===== config.mk =====
export PLATFORM = sky130hd
export DESIGN_NAME = gpio_in_flat
export DESIGN_NICKNAME = d
export VERILOG_FILES = /design/src/rtl/gpio_pkg.sv /design/src/rtl/sys_bus_if.sv /design/src/rtl/gpio_debounce.sv /design/src/rtl/gpio_in.sv /design/src/flat_wrapper.sv
export SDC_FILE = /design/constraint.sdc
export NUM_CORES = 1
export LEC_CHECK = 0
export CAP_MARGIN = 20
export CORE_UTILIZATION = 58
export DETAILED_ROUTE_END_ITERATION = 8
export PLACE_DENSITY = 0.81
export SLEW_MARGIN = 15
export SYNTH_ARGS = -nofsm -noshare
export SYNTH_HDL_FRONTEND = slang
export SYNTH_SLANG_ARGS = --single-unit

===== constraint.sdc =====
create_clock -name clk -period 3.59 [get_ports clk]
set_input_delay 0.718 -clock clk [delete_from_list [all_inputs] [get_ports clk]]
set_output_delay 0.718 -clock clk [all_outputs]
set_load 0.05 [all_outputs]

===== src/rtl/gpio_pkg.sv =====
// Shared definitions for the GPIO input conditioning block: the register
// map offsets, the debounce state encoding and a small decode helper.
package gpio_pkg;

  // Number of address bits the register decoder looks at.
  localparam int BDW = 5;

  // Register offsets within the block's address window.
  localparam logic [BDW-1:0] ADDR_DEB     = 5'h00;
  localparam logic [BDW-1:0] ADDR_RISE_EN = 5'h04;
  localparam logic [BDW-1:0] ADDR_FALL_EN = 5'h08;
  localparam logic [BDW-1:0] ADDR_STATUS  = 5'h0C;
  localparam logic [BDW-1:0] ADDR_STATE   = 5'h10;

  // Per-pin debounce state: STABLE when the synchronised input matches the
  // accepted level, PENDING while a different level is being timed.
  typedef enum logic {
    STABLE  = 1'b0,
    PENDING = 1'b1
  } gpio_dbg_state_t;

  // True when an offset hits one of the implemented registers.
  function automatic logic addr_mapped(input logic [BDW-1:0] a);
    return (a == ADDR_DEB)     || (a == ADDR_RISE_EN) ||
           (a == ADDR_FALL_EN) || (a == ADDR_STATUS)  ||
           (a == ADDR_STATE);
  endfunction

endpackage


===== src/rtl/sys_bus_if.sv =====
// Simple single-cycle system bus used for register access. The slave
// answers every access with ack one cycle later.
interface sys_bus_if (
  input logic clk
);
  logic        rstn;
  logic [31:0] addr;
  logic [31:0] wdata;
  logic        wen;
  logic        ren;
  logic [31:0] rdata;
  logic        ack;
  logic        err;

  modport s (
    input  clk, rstn, addr, wdata, wen, ren,
    output rdata, ack, err
  );

  modport m (
    input  clk, rdata, ack, err,
    output rstn, addr, wdata, wen, ren
  );
endinterface


===== src/rtl/gpio_debounce.sv =====
// One pin of input conditioning: a multi-flop synchroniser followed by a
// counter-based debouncer. The accepted level q only moves after the
// synchronised input has differed from it for the programmed period.
module gpio_debounce
  import gpio_pkg::*;
#(
  parameter int SW = 2,
  parameter int CW = 16
) (
  input  logic          clk,
  input  logic          rstn,
  input  logic          pin,
  input  logic [CW-1:0] deb,
  output logic          q
);

  logic [SW-1:0]   sync;
  logic            s;
  logic            q_reg;
  logic            q_next;
  logic [CW-1:0]   cnt;
  logic [CW-1:0]   cnt_next;
  logic [CW:0]     cnt_inc;
  logic [CW:0]     limit;
  gpio_dbg_state_t state;

  assign s = sync[SW-1];

  // Shift the raw pin through the synchroniser chain to settle metastability.
  always_ff @(posedge clk or negedge rstn) begin
    if (!rstn) begin
      sync <= '0;
    end else begin
      sync <= {sync[SW-2:0], pin};
    end
  end

  // State register: the accepted level and the running debounce count.
  always_ff @(posedge clk or negedge rstn) begin
    if (!rstn) begin
      q_reg <= 1'b0;
      cnt   <= '0;
    end else begin
      q_reg <= q_next;
      cnt   <= cnt_next;
    end
  end

  // Next-state logic. The increment is one bit wider so it never wraps, and
  // the >= compare lets a lowered period take effect on the very next cycle.
  // A period of 0 behaves like 1 because cnt+1 is always at least 1.
  always_comb begin
    state    = (s == q_reg) ? STABLE : PENDING;
    cnt_inc  = {1'b0, cnt} + {{CW{1'b0}}, 1'b1};
    limit    = {1'b0, deb};
    q_next   = q_reg;
    cnt_next = '0;
    case (state)
      STABLE: begin
        cnt_next = '0;
      end
      PENDING: begin
        if (cnt_inc >= limit) begin
          q_next   = s;
          cnt_next = '0;
        end else begin
          cnt_next = cnt_inc[CW-1:0];
        end
      end
      default: begin
        cnt_next = '0;
      end
    endcase
  end

  // Output: the accepted level drives the pin's debounced state directly.
  always_comb begin
    q = q_reg;
  end

endmodule


===== src/rtl/gpio_in.sv =====
// GPIO input stage: debounces every pin, latches enabled rising/falling
// edges in sticky status bits, raises a level interrupt and exposes the
// configuration and status registers on the system bus.
module gpio_in
  import gpio_pkg::*;
#(
  parameter int DW = 8,
  parameter int SW = 2,
  parameter int CW = 16
) (
  input  logic          clk,
  input  logic          rstn,
  input  logic [DW-1:0] pin_i,
  output logic [DW-1:0] gpio_i,
  output logic          irq,
  sys_bus_if.s          bus
);

  logic [BDW-1:0] sel;
  logic           wr_deb;
  logic           wr_rise;
  logic           wr_fall;
  logic           wr_status;
  logic [CW-1:0]  deb_reg;
  logic [DW-1:0]  rise_en;
  logic [DW-1:0]  fall_en;
  logic [DW-1:0]  status;
  logic [DW-1:0]  status_next;
  logic [DW-1:0]  gpio_q;
  logic [DW-1:0]  rise;
  logic [DW-1:0]  fall;
  logic [DW-1:0]  clr;
  logic [31:0]    rd_mux;
  logic           unused_bits;

  assign sel = bus.addr[BDW-1:0];

  // Bus reset, clock and the undecoded upper bits are deliberately ignored.
  assign unused_bits = ^{bus.clk, bus.rstn, bus.addr, bus.wdata};

  // One debouncer per pin.
  for (genvar i = 0; i < DW; i++) begin : g_pin
    gpio_debounce #(
      .SW (SW),
      .CW (CW)
    ) u_deb (
      .clk  (clk),
      .rstn (rstn),
      .pin  (pin_i[i]),
      .deb  (deb_reg),
      .q    (gpio_i[i])
    );
  end

  // Write strobes for each implemented register.
  always_comb begin
    wr_deb    = 1'b0;
    wr_rise   = 1'b0;
    wr_fall   = 1'b0;
    wr_status = 1'b0;
    if (bus.wen) begin
      wr_deb    = (sel == ADDR_DEB);
      wr_rise   = (sel == ADDR_RISE_EN);
      wr_fall   = (sel == ADDR_FALL_EN);
      wr_status = (sel == ADDR_STATUS);
    end
  end

  // Edge events come from the debounced level versus its copy one cycle
  // older; a set takes priority over a simultaneous write-1-clear.
  always_comb begin
    rise        = ~gpio_q & gpio_i;
    fall        = gpio_q & ~gpio_i;
    clr         = wr_status ? bus.wdata[DW-1:0] : '0;
    status_next = (status & ~clr) | (rise & rise_en) | (fall & fall_en);
  end

  // Read mux; unmapped offsets return zero and all data is zero-extended.
  always_comb begin
    rd_mux = '0;
    if (addr_mapped(sel)) begin
      case (sel)
        ADDR_DEB:     rd_mux[CW-1:0] = deb_reg;
        ADDR_RISE_EN: rd_mux[DW-1:0] = rise_en;
        ADDR_FALL_EN: rd_mux[DW-1:0] = fall_en;
        ADDR_STATUS:  rd_mux[DW-1:0] = status;
        ADDR_STATE:   rd_mux[DW-1:0] = gpio_i;
        default:      rd_mux = '0;
      endcase
    end
  end

  // Configuration registers take the written value on the accepting edge.
  always_ff @(posedge clk or negedge rstn) begin
    if (!rstn) begin
      deb_reg <= '0;
      rise_en <= '0;
      fall_en <= '0;
    end else begin
      if (wr_deb)  deb_reg <= bus.wdata[CW-1:0];
      if (wr_rise) rise_en <= bus.wdata[DW-1:0];
      if (wr_fall) fall_en <= bus.wdata[DW-1:0];
    end
  end

  // Sticky status, the delayed level used for edge detection, and the
  // interrupt, which tracks the next status so both change together.
  always_ff @(posedge clk or negedge rstn) begin
    if (!rstn) begin
      status <= '0;
      gpio_q <= '0;
      irq    <= 1'b0;
    end else begin
      status <= status_next;
      gpio_q <= gpio_i;
      irq    <= |status_next;
    end
  end

  // Bus response: every access is acknowledged one cycle later, and reads
  // capture the pre-update register contents.
  always_ff @(posedge clk or negedge rstn) begin
    if (!rstn) begin
      bus.ack   <= 1'b0;
      bus.rdata <= '0;
    end else begin
      bus.ack <= bus.wen | bus.ren;
      if (bus.ren) bus.rdata <= rd_mux;
    end
  end

  assign bus.err = 1'b0;

endmodule


===== src/flat_wrapper.sv =====
// flat-port wrapper written by rule: the top's interface ports become plain ports
module gpio_in_flat import gpio_pkg::*;
#(
  parameter int DW = 8,
  parameter int SW = 2,
  parameter int CW = 16
)
  (clk, rstn, pin_i, gpio_i, irq, bus_rstn, bus_addr, bus_wdata, bus_wen, bus_ren, bus_rdata, bus_ack, bus_err);
  sys_bus_if bus_i (.clk(clk));
  input  logic clk;
  input  logic rstn;
  input  logic [DW-1:0] pin_i;
  output logic [DW-1:0] gpio_i;
  output logic irq;
  input wire logic [$bits(bus_i.rstn)-1:0] bus_rstn;
  input wire logic [$bits(bus_i.addr)-1:0] bus_addr;
  input wire logic [$bits(bus_i.wdata)-1:0] bus_wdata;
  input wire logic [$bits(bus_i.wen)-1:0] bus_wen;
  input wire logic [$bits(bus_i.ren)-1:0] bus_ren;
  output wire logic [$bits(bus_i.rdata)-1:0] bus_rdata;
  output wire logic [$bits(bus_i.ack)-1:0] bus_ack;
  output wire logic [$bits(bus_i.err)-1:0] bus_err;
  assign bus_i.rstn = bus_rstn;
  assign bus_i.addr = bus_addr;
  assign bus_i.wdata = bus_wdata;
  assign bus_i.wen = bus_wen;
  assign bus_i.ren = bus_ren;
  assign bus_rdata = bus_i.rdata;
  assign bus_ack = bus_i.ack;
  assign bus_err = bus_i.err;
  gpio_in #(.DW(DW), .SW(SW), .CW(CW)) u_core (.clk(clk), .rstn(rstn), .pin_i(pin_i), .gpio_i(gpio_i), .irq(irq), .bus(bus_i));
endmodule

# After elaboration in Yosys (flattened, before gate mapping)
# Cells that the tools add are included.
# word_totals
latch_bits	0
mem_bits_rw	0
mem_bits_ro	0
in_bits	77
memories	0
wordCells	125
regBits	234
output_inout_bits	43
# op_classes
div	0
reduce_logical	14
n_mux	32
n_lt_le_gt_ge	8
n_addsub	8
eq_ne	12
shifts	0
bitwise	19
n_mul	0
# ops
cell	n
$pmux W16 S2	8
$mux W16	9
$add A16 B1 Y17 const B	8
$ge A17 B16 Y1	8
$and A8 B8 Y8	5
$pmux W8 S5	1
$not A8 Y8	3
$mux W8	2
$or A8 B8 Y8	2
$reduce_and A2 Y1	8
$mux W1	12
$eq A5 B4 Y1 const B	2
$eq A1 B1 Y1	8
$not A1 Y1	8
$reduce_or A8 Y1	1
$eq A5 B3 Y1 const B	1
$eq A5 B5 Y1 const B	1
$logic_not A5 Y1	1
$logic_or A1 B1 Y1	4
$or A1 B1 Y1	1

# Longest topological paths before layout
# Gate-level depths: netlist (run 1).
# logic_depth
ltp_word	8
depth_mapped	14
depth_no_buf	13

# Cells and area by module
# A second synthesis (run 1) with hierarchy kept.
# hier_totals
cells_unflattened	1376
area_unflattened_um2	13872.1
# modules_own_cells
mod	area_each_um2	seq_area_each_um2	cells_each	instances
gpio_debounce	1357.6	475.5	141	8
gpio_in	3011.6	1651.6	248	1

# Least setup slack after synthesis (run 1)
# No wires, ideal clock.
# synth_timing
kind	register to register
startpoint	register u_core.g_pin[1].u_deb.cnt[0]
endpoint	register u_core.g_pin[1].u_deb.cnt[10]
n_path_buf	1
period_less_slack_ps	3077
path_stages_with_launch	14
arrival_ps	2945
setup_ps	132
path_slack_ps	513
required_time_ps	3458
path_cell_list	dfrtp_1 ha_1 nand3_1 nor3_1 and3_1 nand3_1 xnor2_1 ha_1 nand3_1 or2_2 o2111ai_1 nand2b_1 clkbuf_1 nor2b_1
# synth_between
elab_chain_cells	4
# synth_lines
element	line_no	rtl
from (decl)	gpio_debounce.sv:21	logic [CW-1:0] cnt;
from (signal assigned)	gpio_debounce.sv:45	cnt <= cnt_next;
$add A16 B1 Y17 (*)	gpio_debounce.sv:54	cnt_inc = {1'b0, cnt} + {{CW{1'b0}}, 1'b1};
$ge A17 B16 Y1	gpio_debounce.sv:63	if (cnt_inc >= limit) begin
$mux W16 (*)	gpio_debounce.sv:63	
$pmux W16 S2 (*)	gpio_debounce.sv:58	case (state)
named net u_core.g_pin[1].u_deb.cnt_next[10]	gpio_debounce.sv:22	logic [CW-1:0] cnt_next;
# Mark *: on every way through the listed nets, which the timed path passes. The rest lies on a longest branch.
# A chain may end at the register's enable or synchronous reset.

# Final worst setup path (run 1)
# layout_timing
startpoint	register u_core.g_pin[4].u_deb.cnt[0]
endpoint	register u_core.g_pin[4].u_deb.cnt[5]
# layout_between
elab_chain_cells	4
# layout_lines
element	line_no
from (decl)	gpio_debounce.sv:21
from (signal assigned)	gpio_debounce.sv:45
$add A16 B1 Y17 (*)	gpio_debounce.sv:54
$ge A17 B16 Y1	gpio_debounce.sv:63
$mux W16 (*)	gpio_debounce.sv:63
$pmux W16 S2 (*)	gpio_debounce.sv:58
named net u_core.g_pin[4].u_deb.cnt_next[5]	gpio_debounce.sv:22
# Marked as above.

==> parameters.txt, run 1 <==
Parameter                              Value

Outcome
  Result of the run    complete, no violations

Clock network
  Clk Tree Root Cell    clkbuf_16
  Clock latency on the worst-skew pair    between 500 and 600 ps
  Number of H-tree levels    1
  Clock Sink Count    ~220
  Clock transition at the register clock pins on the worst setup and hold paths after CTS    around 60 ps
  CTS tree    done
  Hold-fix buffers at CTS    0
  CTS Buffer Depth    3
  Total CTS buffers    25

Critical path
  Critical path capture point type    flip-flop
  Worst Setup SP    u_core.g_pin[4].u_deb.cnt[0]$_DFF_PN0_
  Termination of the worst setup path    u_core.g_pin[4].u_deb.cnt[5]$_DFF_PN0_
  Data required, critical path    ~4000 ps
  Reg2Reg Setup Slack    roughly 310 ps
  Launching point of the worst reg2reg path    u_core.g_pin[4].u_deb.cnt[0]$_DFF_PN0_
  Worst Setup Path Type    reg2reg
  Highest fanout seen on the critical path    16
  Data arrival time of the critical path    ~3700 ps
  Reg2reg end    u_core.g_pin[4].u_deb.cnt[5]$_DFF_PN0_
  Worst r2r path cells    14
  Startpoint kind of the worst setup timing path    flip-flop

Cells and area
  Filler cell count in the final layout    between 1.5k and 2k
  Most frequent standard cell in the layout excluding fill and tap cells    dfrtp_1
  Number of flip-flops in the largest register    about 130
  Share of layout cells above drive strength 1    about 9%
  Top register by number of flip-flops    u_core.g_pin.u_deb.cnt
  # diodes    0
  Area overhead of the layout relative to synthesis    14.4%
  Number of nets in the finished design    between 1.5k and 2k
  Commonest non-fill, non-tap cells in the layout    dfrtp_1, ha_1, nor2b_1
  Final instance area    about 14000 um2

Synthesis
  Synth Area per Inst    approximately 10 um2
  Post-synthesis cell type count    around 50
  Post-synth EDFFs    0
  Share of the synthesized area in the top cell type    a little over two fifths
  Mapped Cells    roughly 1.2k
  Share of synthesized registers carrying an async set or reset    between 90% and 100%
  Flops & latches, synth    around 220
  Area of the mapped netlist    between 10000 and 15000 um2
  Most instantiated flip-flop cell in the synthesis netlist    dfrtp_1
  Seq/Total Area, Yosys    43.3%
  Post-synthesis cell type with the largest combined area    dfrtp_1
  Synthesis warning total    0
  Leading post-synthesis cells by cell area    dfrtp_1, ha_1, nor2b_1

Hold path
  Worst min-delay path category    in2async

STA
  Final hold slack    about 160 ps
  Number of failing setup endpoints in the final timing report    0
  Layout Skew    13.1 ps
  Max Fclk    around 0.3 GHz
  Worst relative slew slack    about a third
  Max-slew violations    0
  Final sum of negative setup slack    0 ps
  Number of failing hold endpoints at the final stage    0
  Final min period    around 3300 ps
  Worst slew pin tran    between 1000 and 1500 ps
  Crit share post-route    between 90% and 100%
  RSZ-0062 raised after global routing    false

Route
  Via count    roughly 9.4k
  Detailed-router iteration count before antenna repair    5
  DR WL/cell    between 15 and 20 um
  Count of nets left with antenna violations after detail routing    0
  Post-detailed-routing wire length    29.5 mm
  DRT iter0 DRCs    505
  Drt via density    about 6
  Remaining DRCs    0

Global routing
  Global Route Usage Sum    ~28%
  Number of antenna violations at the first check in global routing    0
  Global-route wire length before repair    just under 50 mm
  Number of global-route vias before repair    around 9.6k
  GRT overflow    0
  Pin count of the biggest net entering global routing    86

Die
  Rows    53
  Number of top-level pins    120
  Die height    149 um
  Area of the die    between 20000 and 25000 um2
  Starting density of the core    between 50 and 60%
  Die outline width    roughly 150 um
  Core area    approximately 21000 um2

Pwr
  Pwr dens    approximately 560 nW/um2
  Maximum resistive drop on vdd    roughly 0.42 mV
  Sum of internal, switching and leakage power    around 8.1 mW
  Leak    a little under 7 nW

Placed design
  Number of port buffers    between 50 and 60
  Instance area at placement    around 14000 um2
  GP Congestion    0.830
  Placed wire-length estimate    between 15 and 20 mm

Job
  Number of maximum-capacitance violations    0
[cell families (layout without fill, tap and decap cells)]
logic type               count (synthesis)  in the layout  synth area share (%)
AND/OR/NAND/NOR                        467            467                  19.8
multiplexers                            48             48                  4.21
other                                    1             17                0.0298
flip-flops                             218            218                  43.3
AO/OA/AOI/OAI                          146            146                  7.45
buffers and inverters                   87            170                  3.35
adder cells (fa/ha/maj)                136            136                  13.5
XOR/XNOR                               120            120                  8.34
[critical path, stage by stage, from the launching register on]
cell,delay (ps)
dfrtp_1,420
ha_1,250
nand4_1,170
nor3_1,240
buf_4,180
nand3_1,100
xnor2_1,180
ha_1,360
nand4_1,160
nor4_1,340
a221oi_1,130
o2111ai_1,170
nand2b_1,150
buf_4,210
nor2b_1,80
[per-layer routing]
metal  part of all wire (%)  wire, um  vias up  track usage, %
met5                      0         0        -               0
li1                       -         -     4460               -
met1                     44     12800     4611            35.9
met3                    4.9      1440       94            4.07
met4                    4.9      1440        0            13.9
met2                     47     13800      258            44.9
[cell type report]
| cell class | instances | area [um2] | share of cell area [%] |
|---|---|---|---|
| Sequential cell | 218 | 5460 | 37.9 |
| Timing Repair Buffer | 83 | 783 | 5.44 |
| Clock buffer | 31 | 698 | 4.85 |
| Clock inverter | 10 | 161 | 1.12 |
| Multi-Input combinational cell | 934 | 6790 | 47.2 |
| Tap cell | 275 | 344 | 2.39 |
| Inverter | 46 | 173 | 1.20 |
[report_power, final]
group / switching (mW) / total [mW] / internal [mW] / leakage (nW)
combinational: 1.42 / 2.26 / 0.842 / 3.58
sequential: 0.369 / 3.12 / 2.75 / 2.87
clock: 1.02 / 2.67 / 1.65 / 0.415
[metrics by stage]
stage / util [%] / setup slack, ps / instances
floorplan: - / 513 / 1239
global placement: 64.0 / 134 / 1555
detailed placement: 64.0 / 106 / 1555
CTS: 68.1 / 373 / 1596
global route: 68.1 / 15.9 / 1597
finish: 68.1 / 309 / 1597
[worst min path at each step]
stage | to | cells after the start
floorplan | u_core.g_pin[0].u_deb.sync[1]$_DFF_PN0_ | 0
global placement | u_core.g_pin[5].u_deb.sync[1]$_DFF_PN0_ | 0
detailed placement | u_core.g_pin[5].u_deb.sync[1]$_DFF_PN0_ | 0
CTS | u_core.g_pin[5].u_deb.cnt[12]$_DFF_PN0_ | 1
global route | u_core.g_pin[5].u_deb.cnt[12]$_DFF_PN0_ | 1
finish | u_core.g_pin[5].u_deb.cnt[12]$_DFF_PN0_ | 1
[timing repair]
| action | CTS | global route |
|---|---|---|
| endpoints found under the setup margin | 0 | 18 |
| gates resized for setup | 0 | 2 |
| buffers inserted | 0 | 0 |
[cells in the mapped netlist, drive strengths merged, types with 27 or more instances]
cell / count
ha: 136
nand4: 45
nand3: 64
nor2: 63
dfrtp: 218
mux2: 40
xor2: 50
a21oi: 41
xnor2: 70
o21ai: 39
buf: 27
nand2: 92
nor2b: 105
inv: 45
and3: 30
Note: power is estimated with default switching activity, not from simulation.
==> run 2, diff against run 1 <==
CORE_MARGIN = 3   (was not set)
CORE_UTILIZATION = 65   (was 58)
DONT_BUFFER_PORTS = 1   (was not set)
SLEW_MARGIN = 10   (was 15)
==> parameters.txt, run 2 (synthesized netlist as in run 1, its figures left out) <==
Parameter                              Value

Outcome
  Result of the run    finished with violations
  Violations in the final reports    negative hold slack

Cells and area
  Number of flip-flops in the largest register    128 (unchanged)
  Filler cell count in the final layout    1393 (-12%)
  Post-route non-filler standard cell count    1523 (-4.6%)
  Number of nets in the finished design    1461 (-3.9%)
  Area used by sequential logic in the layout    5460 um2 (unchanged)
  Top register by number of flip-flops    u_core.g_pin.u_deb.cnt
  # diodes    0 (unchanged)
  Commonest non-fill, non-tap cells in the layout    dfrtp_1, ha_1, nor2b_1
  Most frequent standard cell in the layout excluding fill and tap cells    dfrtp_1
  Footprint of the multi-input gates    6790 um2 (-0.11%)
  Share of layout cells above drive strength 1    8.47% (-0.30 points)
  Area overhead of the layout relative to synthesis    8.82%

Critical path
  Reg2reg end    u_core.g_pin[1].u_deb.cnt[2]$_DFF_PN0_
  Data arrival time of the critical path    3700 ps (about the same)
  Worst r2r path cells    13 (-1)
  Cell-by-cell listing of the critical path    ha_1 -> nand3_1 -> nor3_1 -> and3_1 -> nand3_1 -> xnor2_1 -> ha_1 -> nand3_1 -> or2_2 -> o2111ai_1 -> nand2b_1 -> buf_4 -> nor2b_1
  Crit path max-delay family    simple AND/OR/NAND/NOR gates
  Reg2Reg Setup Slack    300 ps (about the same)
  Critical path capture point type    flip-flop
  Worst Setup Path Type    reg2reg
  Maximum cell stage delay along the critical path    430 ps (about the same)
  Launching point of the worst reg2reg path    u_core.g_pin[1].u_deb.cnt[0]$_DFF_PN0_
  Data required, critical path    3990 ps (about the same)
  Highest fanout seen on the critical path    16 (unchanged)
  CP max stage cell    nor3_1
  Cell type with the highest occurrence count on the critical path    nand3_1
  Number of buffers and inverters on the critical path    1 (-1)
  Startpoint kind of the worst setup timing path    flip-flop

Die
  Area of the die    21100 um2 (-5.5%)
  Number of top-level pins    120 (unchanged)
  Die height    145 um (-2.8%)
  Starting density of the core    66.7% (+7.1 points)
  Rows    50 (-5.7%)
  Die outline width    145 um (-2.8%)
  Core area    18900 um2 (-11%)

Clock network
  Clock transition at the register clock pins on the worst setup and hold paths after CTS    60 ps (about the same)
  Number of H-tree levels    1 (unchanged)
  CTS Buffer Depth    3 (unchanged)
  Total CTS buffers    24 (-4.0%)
  CTS tree    done
  Clk Tree Root Cell    clkbuf_16
  Count of cells resized by post-cts repair    0 (unchanged)
  Clock latency on the worst-skew pair    540 ps (about the same)
  Clock Sink Count    218 (unchanged)

STA
  Layout Skew    20.2 ps (+7.17 ps)
  Max-slew violations    0 (unchanged)
  Max Fclk    0.304 GHz (-0.44%)
  Worst slew pin tran    876 ps (-129 ps)
  Final min period    3290 ps (+14.3 ps)
  Smallest setup slack after layout    295 ps (-14.3 ps)
  Number of failing hold endpoints at the final stage    218 (+218)
  Crit share post-route    91.8% (+0.40 points)
  Worst relative slew slack    41.4% (+8.7 points)
  Final hold slack    -113 ps (-278 ps)
  Number of failing setup endpoints in the final timing report    0 (unchanged)
  Final sum of negative setup slack    0 ps (unchanged)
  RSZ-0062 raised after global routing    false

Placed design
  Pre-CTS setup slack    308 ps (+201 ps)
  GP Congestion    0.853 (+2.8%)
  Number of port buffers    0 (-100%)
  Placed wire-length estimate    19.5 mm (-2.4%)
  # placed instances    1482 (-4.7%)

Route
  Via count    9040 (-4.1%)
  Remaining DRCs    0 (unchanged)
  Drt via density    5.94 (+0.60%)
  Detailed-router iteration count before antenna repair    5 (unchanged)
  DRT iter0 DRCs    567 (+12%)
  Post-detailed-routing wire length    28.7 mm (-2.6%)
  DR WL/cell    18.8 um (+2.2%)
  Count of nets left with antenna violations after detail routing    0 (unchanged)

Global routing
  GRT overflow    0 (unchanged)
  Met2 GRT Util    43.6% (-1.4 points)
  Number of antenna violations at the first check in global routing    0 (unchanged)
  Pin count of the biggest net entering global routing    219 (+150%)
  Global Route Usage Sum    26.9% (-0.72 points)
  Met3 usage in global routing    5.43% (+1.4 points)
  Global-route wire length before repair    46.4 mm (-3.4%)
  Grt met1 use    36.8% (+0.88 points)
  Routing layer with the top usage in global route    met2
  Number of global-route vias before repair    9208 (-4.0%)

Pwr
  Sw Share    35.4% (+0.52 points)
  Combinational cell fraction of total power    26.1% (-2.0 points)
  Pwr dens    561 nW/um2 (+0.31%)
  Leak    6.59 nW (-3.9%)
  Clock group share of total power    31.9% (-1.3 points)
  Net switching power of the design    2.72 mW (-3.1%)
  P_int    4.97 mW (-5.3%)
  Maximum resistive drop on vdd    0.436 mV (+3.0%)
  Sum of internal, switching and leakage power    7.69 mW (-4.6%)
  Share of total power in sequential cells    42.1% (+3.4 points)

Job
  Number of maximum-capacitance violations    0 (unchanged)

Hold path
  Worst min-delay path category    in2async
[run 2: cell type report]
| cell class | instances | share of cell area (%) |
|---|---|---|
| Clock inverter | 6 | 0.785 |
| Clock buffer | 35 | 4.97 |
| Timing Repair Buffer | 24 | 1.31 |
| Sequential cell | 218 | 39.8 |
| Tap cell | 260 | 2.37 |
| Inverter | 46 | 1.26 |
| Multi-Input combinational cell | 934 | 49.5 |
[run 2: worst max-delay path by stage]
stage / depth (start not counted) / from / end
2_1_floorplan: 13 / u_core.g_pin[1].u_deb.cnt[0]$_DFF_PN0_ / u_core.g_pin[1].u_deb.cnt[10]$_DFF_PN0_
3_3_place_gp: 13 / u_core.g_pin[1].u_deb.cnt[0]$_DFF_PN0_ / u_core.g_pin[1].u_deb.cnt[3]$_DFF_PN0_
3_5_place_dp: 13 / u_core.g_pin[1].u_deb.cnt[0]$_DFF_PN0_ / u_core.g_pin[1].u_deb.cnt[11]$_DFF_PN0_
4_1_cts: 13 / u_core.g_pin[1].u_deb.cnt[0]$_DFF_PN0_ / u_core.g_pin[1].u_deb.cnt[2]$_DFF_PN0_
5_1_grt: 13 / u_core.g_pin[3].u_deb.cnt[0]$_DFF_PN0_ / u_core.g_pin[3].u_deb.cnt[0]$_DFF_PN0_
6_report: 13 / u_core.g_pin[1].u_deb.cnt[0]$_DFF_PN0_ / u_core.g_pin[1].u_deb.cnt[2]$_DFF_PN0_
[run 2: metal layers]
layer,vias to the layer above,share of wire [%]
li1,4341,-
met1,4430,45
met2,202,47
met3,67,5.5
met4,0,3.3
met5,-,0
[run 2: stage by stage]
stage          utilization, %  cell area [um2]
2_1_floorplan               -            12700
3_3_place_gp             68.4            12900
3_5_place_dp             68.4            12900
4_1_cts                  72.6            13700
5_1_grt                  72.6            13700
6_report                 72.6            13700
[run 2: repair_timing]
item                                    in CTS  in global routing
buffers inserted                             0                  0
endpoints found under the setup margin       0                  0
hold endpoints to repair                   218                218
[run 2: power by group through the flow]
stage	clock network (mW)	registers, mW	logic (mW)
6_report	2.45	3.24	2.00
5_1_grt	2.61	3.28	2.24
4_1_cts	2.49	3.24	2.00
3_5_place_dp	0	3.28	1.98
3_3_place_gp	0	3.26	1.89
2_1_floorplan	0	3.03	1.57
==> run 3, diff against run 2 <==
CORE_UTILIZATION = 58   (was 65)
DONT_BUFFER_PORTS = not set   (was 1)
==> parameters.txt, run 3 (synthesized netlist as in run 1, its figures left out) <==
Parameter                              Value

Die
  Number of top-level pins    120 (unchanged)
  Core area    21200 um2 (+12%)
  Die outline width    153 um (+5.6%)
  Starting density of the core    59.6% (-7.1 points)
  Die height    153 um (+5.6%)
  Rows    53 (+6.0%)
  Area of the die    23500 um2 (+12%)

STA
  Final sum of negative setup slack    0 ps (unchanged)
  Crit share post-route    92.8% (+1.1 points)
  Worst relative slew slack    36.7% (-4.7 points)
  Final min period    3330 ps (+38.2 ps)
  Worst slew pin tran    947 ps (+70.5 ps)
  Max-slew violations    0 (unchanged)
  Layout Skew    15.1 ps (-5.10 ps)
  Max Fclk    0.300 GHz (-1.1%)
  Final hold slack    211 ps (+324 ps)
  Number of failing setup endpoints in the final timing report    0 (unchanged)
  RSZ-0062 raised after global routing    false
  Number of failing hold endpoints at the final stage    0 (-100%)

Job
  Number of maximum-capacitance violations    0 (unchanged)

Pwr
  Pwr dens    552 nW/um2 (-1.6%)
  Leak    6.87 nW (+4.3%)
  Sum of internal, switching and leakage power    7.96 mW (+3.5%)
  Maximum resistive drop on vdd    0.547 mV (+26%)

Clock network
  CTS Buffer Depth    3 (unchanged)
  Clock transition at the register clock pins on the worst setup and hold paths after CTS    60 ps (about the same)
  Total CTS buffers    25 (+4.2%)
  Post CTS Setup Buffer Count    0 (unchanged)
  Clk Tree Root Cell    clkbuf_16
  CTS tree    done
  Number of H-tree levels    1 (unchanged)
  Count of cells resized by post-cts repair    0 (unchanged)
  Hold-fix buffers at CTS    0
  Clock Sink Count    218 (unchanged)
  Clock latency on the worst-skew pair    530 ps (about the same)

Route
  Count of nets left with antenna violations after detail routing    0 (unchanged)
  DR WL/cell    18.5 um (-1.7%)
  DRT iter0 DRCs    626 (+10%)
  Via count    9487 (+4.9%)
  Remaining DRCs    0 (unchanged)
  Post-detailed-routing wire length    29.7 mm (+3.5%)
  Drt via density    5.91 (-0.35%)
  Detailed-router iteration count before antenna repair    5 (unchanged)

Critical path
  Worst Setup Path Type    reg2reg
  Startpoint kind of the worst setup timing path    flip-flop
  Cell-by-cell listing of the critical path    ha_1 -> nand3_1 -> nor3_1 -> and3_1 -> nand3_1 -> xnor2_1 -> ha_1 -> a21oi_1 -> nor2b_1 -> a211oi_1 -> o2111ai_1 -> nand2b_1 -> buf_4 -> nor2b_1
  Data arrival time of the critical path    3770 ps (+70 ps)
  Maximum cell stage delay along the critical path    460 ps (+30 ps)
  Highest fanout seen on the critical path    16 (unchanged)
  Data required, critical path    4030 ps (+40 ps)
  CP max stage cell    dfrtp_1
  Critical path capture point type    flip-flop

Placed design
  Number of port buffers    58 (+58)
  Placed wire-length estimate    20.5 mm (+5.0%)
  Instance area at placement    13600 um2 (+5.1%)
  GP Congestion    0.840 (-1.6%)

Global routing
  Number of antenna violations at the first check in global routing    0 (unchanged)
  Global Route Usage Sum    25.2% (-1.7 points)
  Global-route wire length before repair    48.5 mm (+4.6%)
  GRT overflow    0 (unchanged)
  Pin count of the biggest net entering global routing    105 (-52%)
  Number of global-route vias before repair    9637 (+4.7%)

Cells and area
  Number of nets in the finished design    1526 (+4.4%)
  Area overhead of the layout relative to synthesis    14.4%
  Number of flip-flops in the largest register    128 (unchanged)
  Share of layout cells above drive strength 1    8.95% (+0.48 points)
  # diodes    0 (unchanged)
  Final instance area    14400 um2 (+5.1%)
  Commonest non-fill, non-tap cells in the layout    dfrtp_1, ha_1, nor2b_1
  Most frequent standard cell in the layout excluding fill and tap cells    dfrtp_1
  Core utilization of the finished layout    68.1% (-4.4 points)
  Top register by number of flip-flops    u_core.g_pin.u_deb.cnt

Hold path
  Worst min-delay path category    in2async

Outcome
  Result of the run    complete, no violations
run 3: final cells by class:
class / instances / area (um2)
multi-input cells: 934 / 6790
fillers: 1583 / 6750
flip-flops and latches: 218 / 5460
repair buffers: 88 / 821
clock buffers: 33 / 696
well taps: 275 / 344
inverters: 46 / 173
clock inverters: 10 / 134
run 3: through the flow:
stage	cells	setup slack (ps)
3_5_place_dp	1560	201
3_3_place_gp	1560	192
6_report	1604	257
4_1_cts	1603	304
5_1_grt	1604	12.5
2_1_floorplan	1239	513
run 3: worst paths after layout:
kind | from | end | slack (ps) | cells after the start
max | u_core.g_pin[1].u_deb.cnt[0]$_DFF_PN0_ | u_core.g_pin[1].u_deb.cnt[2]$_DFF_PN0_ | 260 | 14
min | rstn | u_core.g_pin[2].u_deb.cnt[2]$_DFF_PN0_ | 210 | 1
max reg2reg | u_core.g_pin[1].u_deb.cnt[0]$_DFF_PN0_ | u_core.g_pin[1].u_deb.cnt[2]$_DFF_PN0_ | 260 | 14
min reg2reg | u_core.g_pin[3].u_deb.sync[0]$_DFF_PN0_ | u_core.g_pin[3].u_deb.sync[1]$_DFF_PN0_ | 350 | 0
max in group asynchronous | rstn | u_core.g_pin[1].u_deb.cnt[0]$_DFF_PN0_ | 2510 | 2
min in group clk | u_core.g_pin[3].u_deb.sync[0]$_DFF_PN0_ | u_core.g_pin[3].u_deb.sync[1]$_DFF_PN0_ | 350 | 0
run 3: critical path, delay by kind of cell (launching register included):
family	cells	cell delay, ps
compound gates	3	530
fa+ha+maj	2	540
buf+inv	1	200
simple gates	7	1250
flops	1	460
xor+xnor	1	250
run 3: power breakdown:
part / switching [mW] / leakage [nW] / internal, mW / total (mW)
clock network: 1.00 / 0.404 / 1.57 / 2.57
logic: 1.43 / 3.60 / 0.834 / 2.27
registers: 0.365 / 2.87 / 2.75 / 3.12
run 3: metal layers:
| metal | wire length [um] | share of wire [%] | GRT usage, % |
|---|---|---|---|
| met1 | 13100 | 44 | 34.3 |
| met2 | 13900 | 47 | 41.5 |
| met3 | 1470 | 5.0 | 3.62 |
| met4 | 1250 | 4.2 | 9.50 |
| met5 | 0 | 0 | 0 |
